[src/rtl/pic_pkg.sv]
// Shared definitions for the pic_claim interrupt controller: register offsets,
// per-line state encoding, default decode window and a constant clog2.
package pic_pkg;

  localparam logic [31:0] DefAddrBase = 32'h0000_2000;
  localparam logic [31:0] DefAddrMask = 32'hFFFF_FF00;

  // prio[i] lives at 4*i for every offset below OffEnable
  localparam logic [31:0] OffEnable    = 32'h80;
  localparam logic [31:0] OffThreshold = 32'h84;
  localparam logic [31:0] OffPending   = 32'h88;
  localparam logic [31:0] OffActive    = 32'h8C;
  localparam logic [31:0] OffMode      = 32'h90;

  typedef enum logic [1:0] {
    LineIdle    = 2'd0,
    LinePending = 2'd1,
    LineActive  = 2'd2
  } line_state_e;

  function automatic int unsigned clog2(input int unsigned n);
    int unsigned r;
    r = 0;
    while ((32'd1 << r) < n) r++;
    return r;
  endfunction

endpackage

[src/rtl/pic_select_tree.sv]
// Registered winner selection: balanced pairwise max tree over {eligible, prio, ~index},
// so the highest priority wins and ties fall to the lowest index.
module pic_select_tree #(
  parameter int unsigned LINES  = 32,
  parameter int unsigned PRIO_W = 3,
  parameter int unsigned CODE_W = 5
) (
  input  logic                         clk,
  input  logic                         rst,
  input  logic [LINES-1:0]             eligible,
  input  logic [LINES-1:0][PRIO_W-1:0] prio,
  input  logic                         clear,
  output logic                         exi,
  output logic [CODE_W-1:0]            exi_code
);

  localparam int unsigned Leaves = 1 << CODE_W;
  localparam int unsigned KeyW   = 1 + PRIO_W + CODE_W;

  // Heap layout: node[1] is the root, leaves sit at Leaves..2*Leaves-1.
  logic [2*Leaves-1:1][KeyW-1:0] node;
  logic [KeyW-1:0]               root;

  always_comb begin
    node = '0;
    for (int j = 0; j < LINES; j++) begin
      node[Leaves + j] = {eligible[j], prio[j], ~CODE_W'(j)};
    end
    for (int n = Leaves - 1; n >= 1; n--) begin
      node[n] = (node[2*n] >= node[2*n+1]) ? node[2*n] : node[2*n+1];
    end
  end

  assign root = node[1];

  always_ff @(posedge clk) begin
    if (rst || clear) begin
      exi      <= 1'b0;
      exi_code <= '0;
    end else begin
      exi      <= root[KeyW-1];
      exi_code <= root[KeyW-1] ? ~root[CODE_W-1:0] : '0;
    end
  end

endmodule

[src/rtl/pic_claim.sv]
// Priority interrupt controller with per-line IDLE/PENDING/ACTIVE claim/complete tracking.
// Define PIC_EDGE_EN to add per-line edge-triggered mode (mode bitmap at offset 0x90).
module pic_claim
  import pic_pkg::*;
#(
  parameter int unsigned LINES     = 32,
  parameter int unsigned PRIO_W    = 3,
  parameter logic [31:0] ADDR_BASE = DefAddrBase,
  parameter logic [31:0] ADDR_MASK = DefAddrMask,
  parameter int unsigned CODE_W    = clog2(LINES)
) (
  input  logic              clk,
  input  logic              rst,
  input  logic [LINES-1:0]  irq,
  output logic              exi,
  output logic [CODE_W-1:0] exi_code,
  input  logic              exi_claim,
  input  logic              exi_done,
  input  logic [CODE_W-1:0] exi_done_code,
  input  logic              mgmt_req,
  input  logic [31:0]       mgmt_adr,
  input  logic              mgmt_rwn,
  input  logic [31:0]       mgmt_txd,
  output logic              mgmt_ack,
  output logic [31:0]       mgmt_rxd
);

  logic [LINES-1:0]             irq_q, en_q, pend_map, act_map, eligible;
  logic [LINES-1:0]             set_req, drop_req, repend, claim_hit, done_hit;
  logic [LINES-1:0][PRIO_W-1:0] prio_q;
  logic [PRIO_W-1:0]            thr_q;
  line_state_e                  state_q [LINES];
  logic [31:0]                  off, rd_data;
  logic [4:0]                   prio_idx;
  logic                         hit, wr_en, prio_sel, claim_en;

  assign hit      = mgmt_req && ((mgmt_adr & ADDR_MASK) == ADDR_BASE);
  assign off      = mgmt_adr & ~ADDR_MASK;
  assign wr_en    = hit && !mgmt_rwn;
  assign prio_sel = (off < OffEnable) && (off[1:0] == 2'b00);
  assign prio_idx = off[6:2];
  // A claim only counts while an interrupt is actually being presented.
  assign claim_en = exi_claim && exi;

  always_comb begin
    for (int i = 0; i < LINES; i++) begin
      pend_map[i]  = (state_q[i] == LinePending);
      act_map[i]   = (state_q[i] == LineActive);
      eligible[i]  = pend_map[i] && (prio_q[i] > thr_q);
      claim_hit[i] = claim_en && (exi_code == CODE_W'(i));
      done_hit[i]  = exi_done && (exi_done_code == CODE_W'(i));
    end
  end

`ifdef PIC_EDGE_EN
  logic [LINES-1:0] mode_q, irq_prev_q, repend_q, rise;

  assign rise     = irq_q & ~irq_prev_q;
  assign set_req  = (mode_q & rise) | (~mode_q & irq_q);
  assign drop_req = ~mode_q & ~irq_q;
  assign repend   = repend_q | (mode_q & rise);

  always_ff @(posedge clk) begin
    if (rst) begin
      mode_q     <= '0;
      irq_prev_q <= '0;
      repend_q   <= '0;
    end else begin
      irq_prev_q <= irq_q;
      if (wr_en && off == OffMode) mode_q <= mgmt_txd[LINES-1:0];
      for (int i = 0; i < LINES; i++) begin
        if (act_map[i] && done_hit[i]) repend_q[i] <= 1'b0;
        else if (act_map[i] && mode_q[i] && rise[i]) repend_q[i] <= 1'b1;
      end
    end
  end
`else
  assign set_req  = irq_q;
  assign drop_req = ~irq_q;
  assign repend   = '0;
`endif

  always_comb begin
    rd_data = '0;
    if (prio_sel) begin
      for (int i = 0; i < LINES; i++) begin
        if (prio_idx == 5'(i)) rd_data[PRIO_W-1:0] = prio_q[i];
      end
    end else begin
      case (off)
        OffEnable:    rd_data[LINES-1:0]  = en_q;
        OffThreshold: rd_data[PRIO_W-1:0] = thr_q;
        OffPending:   rd_data[LINES-1:0]  = pend_map;
        OffActive:    rd_data[LINES-1:0]  = act_map;
`ifdef PIC_EDGE_EN
        OffMode:      rd_data[LINES-1:0]  = mode_q;
`endif
        default:      rd_data = '0;
      endcase
    end
  end

  always_ff @(posedge clk) begin
    if (rst) begin
      irq_q    <= '0;
      en_q     <= '0;
      prio_q   <= '0;
      thr_q    <= '0;
      mgmt_ack <= 1'b0;
      mgmt_rxd <= '0;
    end else begin
      irq_q    <= irq;
      mgmt_ack <= hit;
      mgmt_rxd <= (hit && mgmt_rwn) ? rd_data : '0;
      if (wr_en) begin
        if (prio_sel) begin
          for (int i = 0; i < LINES; i++) begin
            if (prio_idx == 5'(i)) prio_q[i] <= mgmt_txd[PRIO_W-1:0];
          end
        end
        if (off == OffEnable)    en_q  <= mgmt_txd[LINES-1:0];
        if (off == OffThreshold) thr_q <= mgmt_txd[PRIO_W-1:0];
      end
    end
  end

  // Per-line FSM; done is handled in the ACTIVE arm, claim in the PENDING arm, so both
  // can land in the same cycle on different lines.
  always_ff @(posedge clk) begin
    if (rst) begin
      for (int i = 0; i < LINES; i++) state_q[i] <= LineIdle;
    end else begin
      for (int i = 0; i < LINES; i++) begin
        case (state_q[i])
          LineIdle: begin
            if (en_q[i] && set_req[i]) state_q[i] <= LinePending;
          end
          LinePending: begin
            if (claim_hit[i]) state_q[i] <= LineActive;
            else if (!en_q[i] || drop_req[i]) state_q[i] <= LineIdle;
          end
          LineActive: begin
            if (done_hit[i]) state_q[i] <= repend[i] ? LinePending : LineIdle;
          end
          default: state_q[i] <= LineIdle;
        endcase
      end
    end
  end

  pic_select_tree #(
    .LINES (LINES),
    .PRIO_W(PRIO_W),
    .CODE_W(CODE_W)
  ) u_select (
    .clk     (clk),
    .rst     (rst),
    .eligible(eligible),
    .prio    (prio_q),
    .clear   (claim_en),
    .exi     (exi),
    .exi_code(exi_code)
  );

endmodule

[config.mk]
export PLATFORM = sky130hd
export DESIGN_NAME = pic_claim
export DESIGN_NICKNAME = d
export VERILOG_FILES = /design/src/rtl/pic_pkg.sv /design/src/rtl/pic_select_tree.sv /design/src/rtl/pic_claim.sv
export SDC_FILE = /design/constraint.sdc
export NUM_CORES = 1
export LEC_CHECK = 0
export ABC_AREA = 0
export CAP_MARGIN = 20
export CORE_MARGIN = 2
export CORE_UTILIZATION = 70
export CTS_BUF_LIST = sky130_fd_sc_hd__clkbuf_16
export DETAILED_ROUTE_END_ITERATION = 16
export DONT_BUFFER_PORTS = 1
export PLACE_DENSITY = 0.87
export SLEW_MARGIN = 20
export SYNTH_ARGS = -nofsm -noshare
export SYNTH_HDL_FRONTEND = slang
export SYNTH_SLANG_ARGS = --single-unit
[constraint.sdc]
create_clock -name clk -period 23 [get_ports clk]
set_clock_uncertainty 0.2 [all_clocks]
set_input_delay 5.75 -clock clk [delete_from_list [all_inputs] [get_ports clk]]
set_output_delay 5.75 -clock clk [all_outputs]
set_load 0.03 [all_outputs]
==> reports/results.tsv <==
stage	metric	value	unit
power	sw_frac_of_total	24.32	%
drt	vias	18900	
global_routing	grt_pass1_wl	91400	um
power	p_leak	7.631	nW
die	die_w	169.8	um
final_layout	drive_gt1_share	4.906	%
synth	async_flop_share	0	%
clocking	cts-root-buf	clkbuf_16	
clocking	clk_path_buf_depth	3	
synth	avgSynthCellArea	7.908	sq um
place	dp_slack	14.03	ns
setup_path	crit_required	23.21	ns
timing	setup_viol	0	
place	dp.cells	2674	
power	seqPwrFrac	49.5	%
power	ir_drop	0.00007262	V
clocking	htreeDepth	1	
place	gp_congestion	0.9559	
die	die_height	169.8	um
synth	synth-seq-cells	266	
drt	drtIter0Drc	2678	
timing	slew_violations	0	
setup_path	end_kind	register	
die	core-area	0.02695	sq mm
drt	drt-total-wl	58490	um
clocking	clk_latency	0.55	ns
clocking	cts-resized-gates	0	
clocking	post_cts_buffers	0	
setup_path	worst_ep_arrival_time	9.37	ns
power	report.power.total	1.030	mW
final_layout	nets	2690	
final_layout	area_growth	5.504	%
timing	period_share	39.84	%
outcome	status	finished, final reports clean	
timing	whs	0.2566	ns
power	clock_power_share	43.3	%
die	die-area	0.02882	sq mm
final_layout	stdcell_count	2726	
setup_path	r2r_slack	13.84	ns
synth	netlist_area	0.01923	sq mm
die	initial_core_util	71.36	%
setup_path	crit_path_max_incr_delay	0.79	ns
clocking	clock_sinks	266	
clocking	clkTransAtPathRegs	0.07	ns
setup_path	path_class	reg -> reg	
worst_hold_path	hold_class	reg -> reg	
die	io_pins	146	
synth	synth_top_family_by_area	compound AO/OA/AOI/OAI gates	
final_layout	mostFrequentLayoutCells	294 x nand2_1, 265 x a21oi_1, 220 x ha_1, 202 x dfxtp_1, 160 x o21ai_0	
synth	synthSimpleGateAreaFrac	22.36	%
flow_run	drv_cap	0	
timing	fmax	109.1	MHz
drt	vias_per_cell	6.932	
timing	hold_violations	0	
timing	period_minus_slack	9.164	ns
synth	synthFlopType	dfxtp_1	
timing	tns	0	ns
global_routing	first_global_vias	18070	
synth	ys.warnings.count	0	
setup_path	worstPathMaxFanout	19	
clocking	cts_made_buffers	28	
setup_path	crit_slowest_cell	dfxtp_1	
global_routing	antenna_found_initial	0	
global_routing	gr-usage-all-layers	39.58	%
drt	ant_nets	0	
synth	synth_compound_area_share	23.02	%
synth	yosysUniqueCellTypes	72	
synth	yosysSeqAreaShare	31.02	%
final_layout	num_antenna_cells	0	
drt	drc	0	
synth	synthAdderAreaFrac	14.31	%
timing	fin_ws	13.84	ns
clocking	postCtsHoldBufs	0	
die	rows	60	
power	pwr_density_cell	50.76	mW/mm^2
drt	wl_per_cell	21.45	um
timing	rsz0062_at_grt	false	
power	combinationalPowerShare	7.1	%
clocking	tritoncts	yes	
synth	synthMuxAreaShare	4.046	%
timing	tightest_slew	1.119	ns
final_layout	layout_commonest_cell	nand2_1	
setup_path	critPathLaunchType	register	
power	p_int	0.7795	mW
global_routing	gr-total-overflow	0	
power	switching_power	0.2505	mW
synth	synth_nets	2759	
synth	synth-edff-count	64	
synth	synth_cells	2432	
drt	drtPass1Iterations	8	
timing	relSlewSlack	25.25	%
synth	synth_xor_area_share	0.04554	%
place	io_buffers	0	
place	hpwlAfterDp	40840	um
global_routing	grt_max_degree	230	
## per-layer routing
layer	GRT usage, %	share of wire (%)
met5	0	0
met1	49.36	37
met2	63.11	45
met4	26.64	7.4
met3	6.670	11
## path summary, 6_finish.rpt
path                                              to       start  cells after the start
worst max-delay path            u_select.exi_code[1]    thr_q[0]                     34
worst min-delay path                      prio_q[57]  prio_q[57]                      2
worst max register to register  u_select.exi_code[1]    thr_q[0]                     34
worst min register to register            prio_q[57]  prio_q[57]                      2
## worst max-delay path: cells and delay by family, from the launching register on
family                   cells  cell delay (ns)
multiplexers                 3             0.66
AND/OR/NAND/NOR              5             0.61
buffers and inverters        4             0.91
adder cells (fa/ha/maj)      6             1.72
AO/OA/AOI/OAI               16             4.13
flip-flops                   1             0.79
## kinds of logic (layout without fill, tap and decap cells)
family,Yosys count,in the layout
multiplexers,71,71
AO/OA/AOI/OAI,717,717
adder cells (fa/ha/maj),220,220
buffers and inverters,264,217
AND/OR/NAND/NOR,893,893
XOR/XNOR,1,1
flip-flops,266,266
## sequential cells by signal, indices dropped and copies added (netlist names)
name               flops
thr_q                  3
prio_q                96
irq_q                 32
mgmt_ack               1
u_select.exi           1
state_q               64
u_select.exi_code      5
en_q                  32
mgmt_rxd              32
## Yosys cell counts, drive strengths merged, types with 11 or more instances
library cell | n | area, sq um
a21o | 28 | 210.2
a21oi | 265 | 1326
a22oi | 38 | 285.3
a31oi | 46 | 302.8
buf | 15 | 66.31
clkbuf | 104 | 390.4
dfxtp | 202 | 4044
edfxtp | 64 | 1922
ha | 220 | 2753
inv | 144 | 540.5
mux2 | 11 | 127.6
mux2i | 56 | 560.5
nand2 | 294 | 1104
nand2b | 52 | 325.3
nand3 | 118 | 590.6
nand3b | 36 | 270.3
nor2 | 163 | 611.8
nor2b | 76 | 475.5
nor3 | 59 | 295.3
nor4 | 32 | 200.2
o211ai | 21 | 162.6
o21a | 33 | 247.7
o21ai | 162 | 810.8
o22ai | 11 | 68.82
or3 | 28 | 175.2
## area by class of cell
class | count | area (sq um)
flip-flops and latches | 266 | 5966
multi-input cells | 1902 | 12310
fillers | 1942 | 6659
clock buffers | 30 | 750.7
clock inverters | 22 | 143.9
well taps | 341 | 426.7
inverters | 145 | 544.3
repair buffers | 20 | 150.1
## metrics by stage
stage / cell area [sq um] / util, %
6_report: 20290 / 75.29
5_1_grt: 20290 / 75.29
4_1_cts: 20280 / 75.25
3_3_place_gp: 19390 / 71.93
2_1_floorplan: 19230 / -
3_5_place_dp: 19390 / 71.93
## power groups by stage
stage               combinational (mW)  sequential (mW)  clock [mW]
finish                          0.0733            0.510       0.446
global route                    0.0787            0.512       0.464
detailed placement              0.0694            0.520           0
global placement                0.0672            0.518           0
CTS                             0.0705            0.509       0.444
floorplan                       0.0639            0.515           0
No activity file was read; power rests on OpenSTA's default activity.
==> edit: new RTL, config.mk and constraints unchanged <==
`PRIO_W` is set to 3 in 2 places; all go to 5.
--- a/src/rtl/pic_select_tree.sv
+++ b/src/rtl/pic_select_tree.sv
@@ -2,7 +2,7 @@
 // so the highest priority wins and ties fall to the lowest index.
 module pic_select_tree #(
   parameter int unsigned LINES  = 32,
-  parameter int unsigned PRIO_W = 3,
+  parameter int unsigned PRIO_W = 5,
   parameter int unsigned CODE_W = 5
 ) (
   input  logic                         clk,
--- a/src/rtl/pic_claim.sv
+++ b/src/rtl/pic_claim.sv
@@ -4,7 +4,7 @@
   import pic_pkg::*;
 #(
   parameter int unsigned LINES     = 32,
-  parameter int unsigned PRIO_W    = 3,
+  parameter int unsigned PRIO_W    = 5,
   parameter logic [31:0] ADDR_BASE = DefAddrBase,
   parameter logic [31:0] ADDR_MASK = DefAddrMask,
   parameter int unsigned CODE_W    = clog2(LINES)
Check against the original RTL: not equivalent (a bounded check fails within 4 cycles, from zero or initial values and one cycle with rst high).
==> edit against the unedited design <==
Sequential share of layout area down 2.7 points; die area is 33% higher; cell area increased by 34%; sequential cell count up 66; non-clock buffer count grew 7; setup slack worse by 2700 ps; critical path depth grew 9; wire length is 53% higher; utilization fell by 0.51 points; area after synthesis is 34% higher; first-iteration DRC count rose by 13%; power rose by 31%.
==> edit: results <==
[status]
status = completed

[critical_path]
path_max_fanout = 22
cp_slowest_cell = a21oi_1
r2r_setup_slack_ps = 11170
slowest_delay_ps = 710
worst-r2r-cell-count = 43
timing.rr.end = u_select.exi_code[2]
crit_type = flip-flop to flip-flop
regToRegStartpoint = thr_q[1]

[global_route]
grt_pass1_vias = 24635
grt_max_degree = 290
grt_use_met2_pct = 72.42
grt_pass1_wl_um = 136700
grt_use_met3_pct = 12.39
met1_usage_pct = 57.04
grt.total_usage_pct = 45.56
antenna_found_initial = 1

[yosys]
synth_cells = 3238
synthDistinctLibCells = 97
synthTopCellsByArea = dfxtp_1 21%, ha_1 15%, edfxtp_1 7.5%
synth_nets = 3650
synthTopCellsByCount = 394 x nand2_1, 367 x a21oi_1, 305 x ha_1
ys_async_sr_fraction_pct = 0
seq_area_frac_synth_pct = 28.33
synthFlopType = dfxtp_1

[route]
drtIter0Drc = 3032
dr_wl_met3_um = 11680
drt-wirelength-per-cell_um = 24.56
top_layer = met4
wl_met2_um = 39470
drtPass1Iterations = 9
wl_met1_um = 33470
vias = 25963

[placed_design]
dp.cells = 3566
routabilityCongestion = 1.003
placed_area_um2 = 25920
place_hpwl_um = 60880
port_buffers = 0

[clocking]
cts_made_buffers = 38
clk_latency_ps = 590
cts-root-buf = clkbuf_16
cts_max_level = 2
clockBufferDepth = 3
ctsResizeCount = 0

[final_layout]
reg_top3 = prio_q: 160 flops, state_q: 64 flops
post_layout_nonfiller_instances = 3638
drive_gt1_share_pct = 5.808
num-fill-cells = 2793

[sta]
final.min_clock_period_ps = 11830
worst_pin_slew_ps = 1098
drv_slew = 0

[min_path]
holdCritStartpoint = prio_q[95]

[pwr]
max-vdd-ir-drop_v = 0.00008532
p_leak_nw = 9.884
[edit: where the power goes]
group / switching, mW / internal (mW) / leakage [nW] / total (mW)
clock: 0.269 / 0.380 / 0.657 / 0.649
sequential: 0.0149 / 0.609 / 2.85 / 0.624
combinational: 0.0504 / 0.0271 / 6.38 / 0.0775
[edit: worst max-delay path, delay by kind of cell (launching register included)]
| kind | cells | cell delay [ps] |
|---|---|---|
| and+or+nand+nor | 4 | 790 |
| AOI/OAI and AO/OA | 27 | 6270 |
| buffers and inverters | 3 | 1080 |
| adders and majority gates | 6 | 2000 |
| DFF | 1 | 330 |
| muxes | 3 | 1040 |
[edit: area by class of cell]
| cell class | instances | area (µm²) | share of cell area (%) |
|---|---|---|---|
| Multi-Input combinational cell | 2576 | 17240 | 63.25 |
| Sequential cell | 332 | 7287 | 26.74 |
| Clock buffer | 41 | 1026 | 3.765 |
| Inverter | 163 | 611.8 | 2.245 |
| Tap cell | 468 | 585.6 | 2.149 |
| Clock inverter | 29 | 294.0 | 1.079 |
| Timing Repair Buffer | 27 | 202.7 | 0.7439 |
| Antenna cell | 2 | 5.005 | 0.01837 |
[edit: cell families (layout without fill, tap and decap cells)]
kind of cell,after synthesis,in the layout,share of synthesized area (%)
simple gates,1184,1184,22.32
compound gates,946,946,23.41
xor+xnor,1,1,0.03405
flops,332,332,28.33
fa+ha+maj,305,305,14.84
mux,140,140,6.197
other cells,0,2,0
buf+inv,330,260,4.879
[edit: worst min path at each step]
| stage | end | slack, ps | cells past startpoint |
|---|---|---|---|
| 3_5_place_dp | en_q[7] | 260 | 2 |
| 3_3_place_gp | en_q[5] | 250 | 2 |
| 5_1_grt | en_q[5] | 290 | 2 |
| 2_1_floorplan | en_q[5] | 250 | 2 |
| 4_1_cts | en_q[7] | 270 | 2 |
| 6_report | prio_q[95] | 270 | 2 |
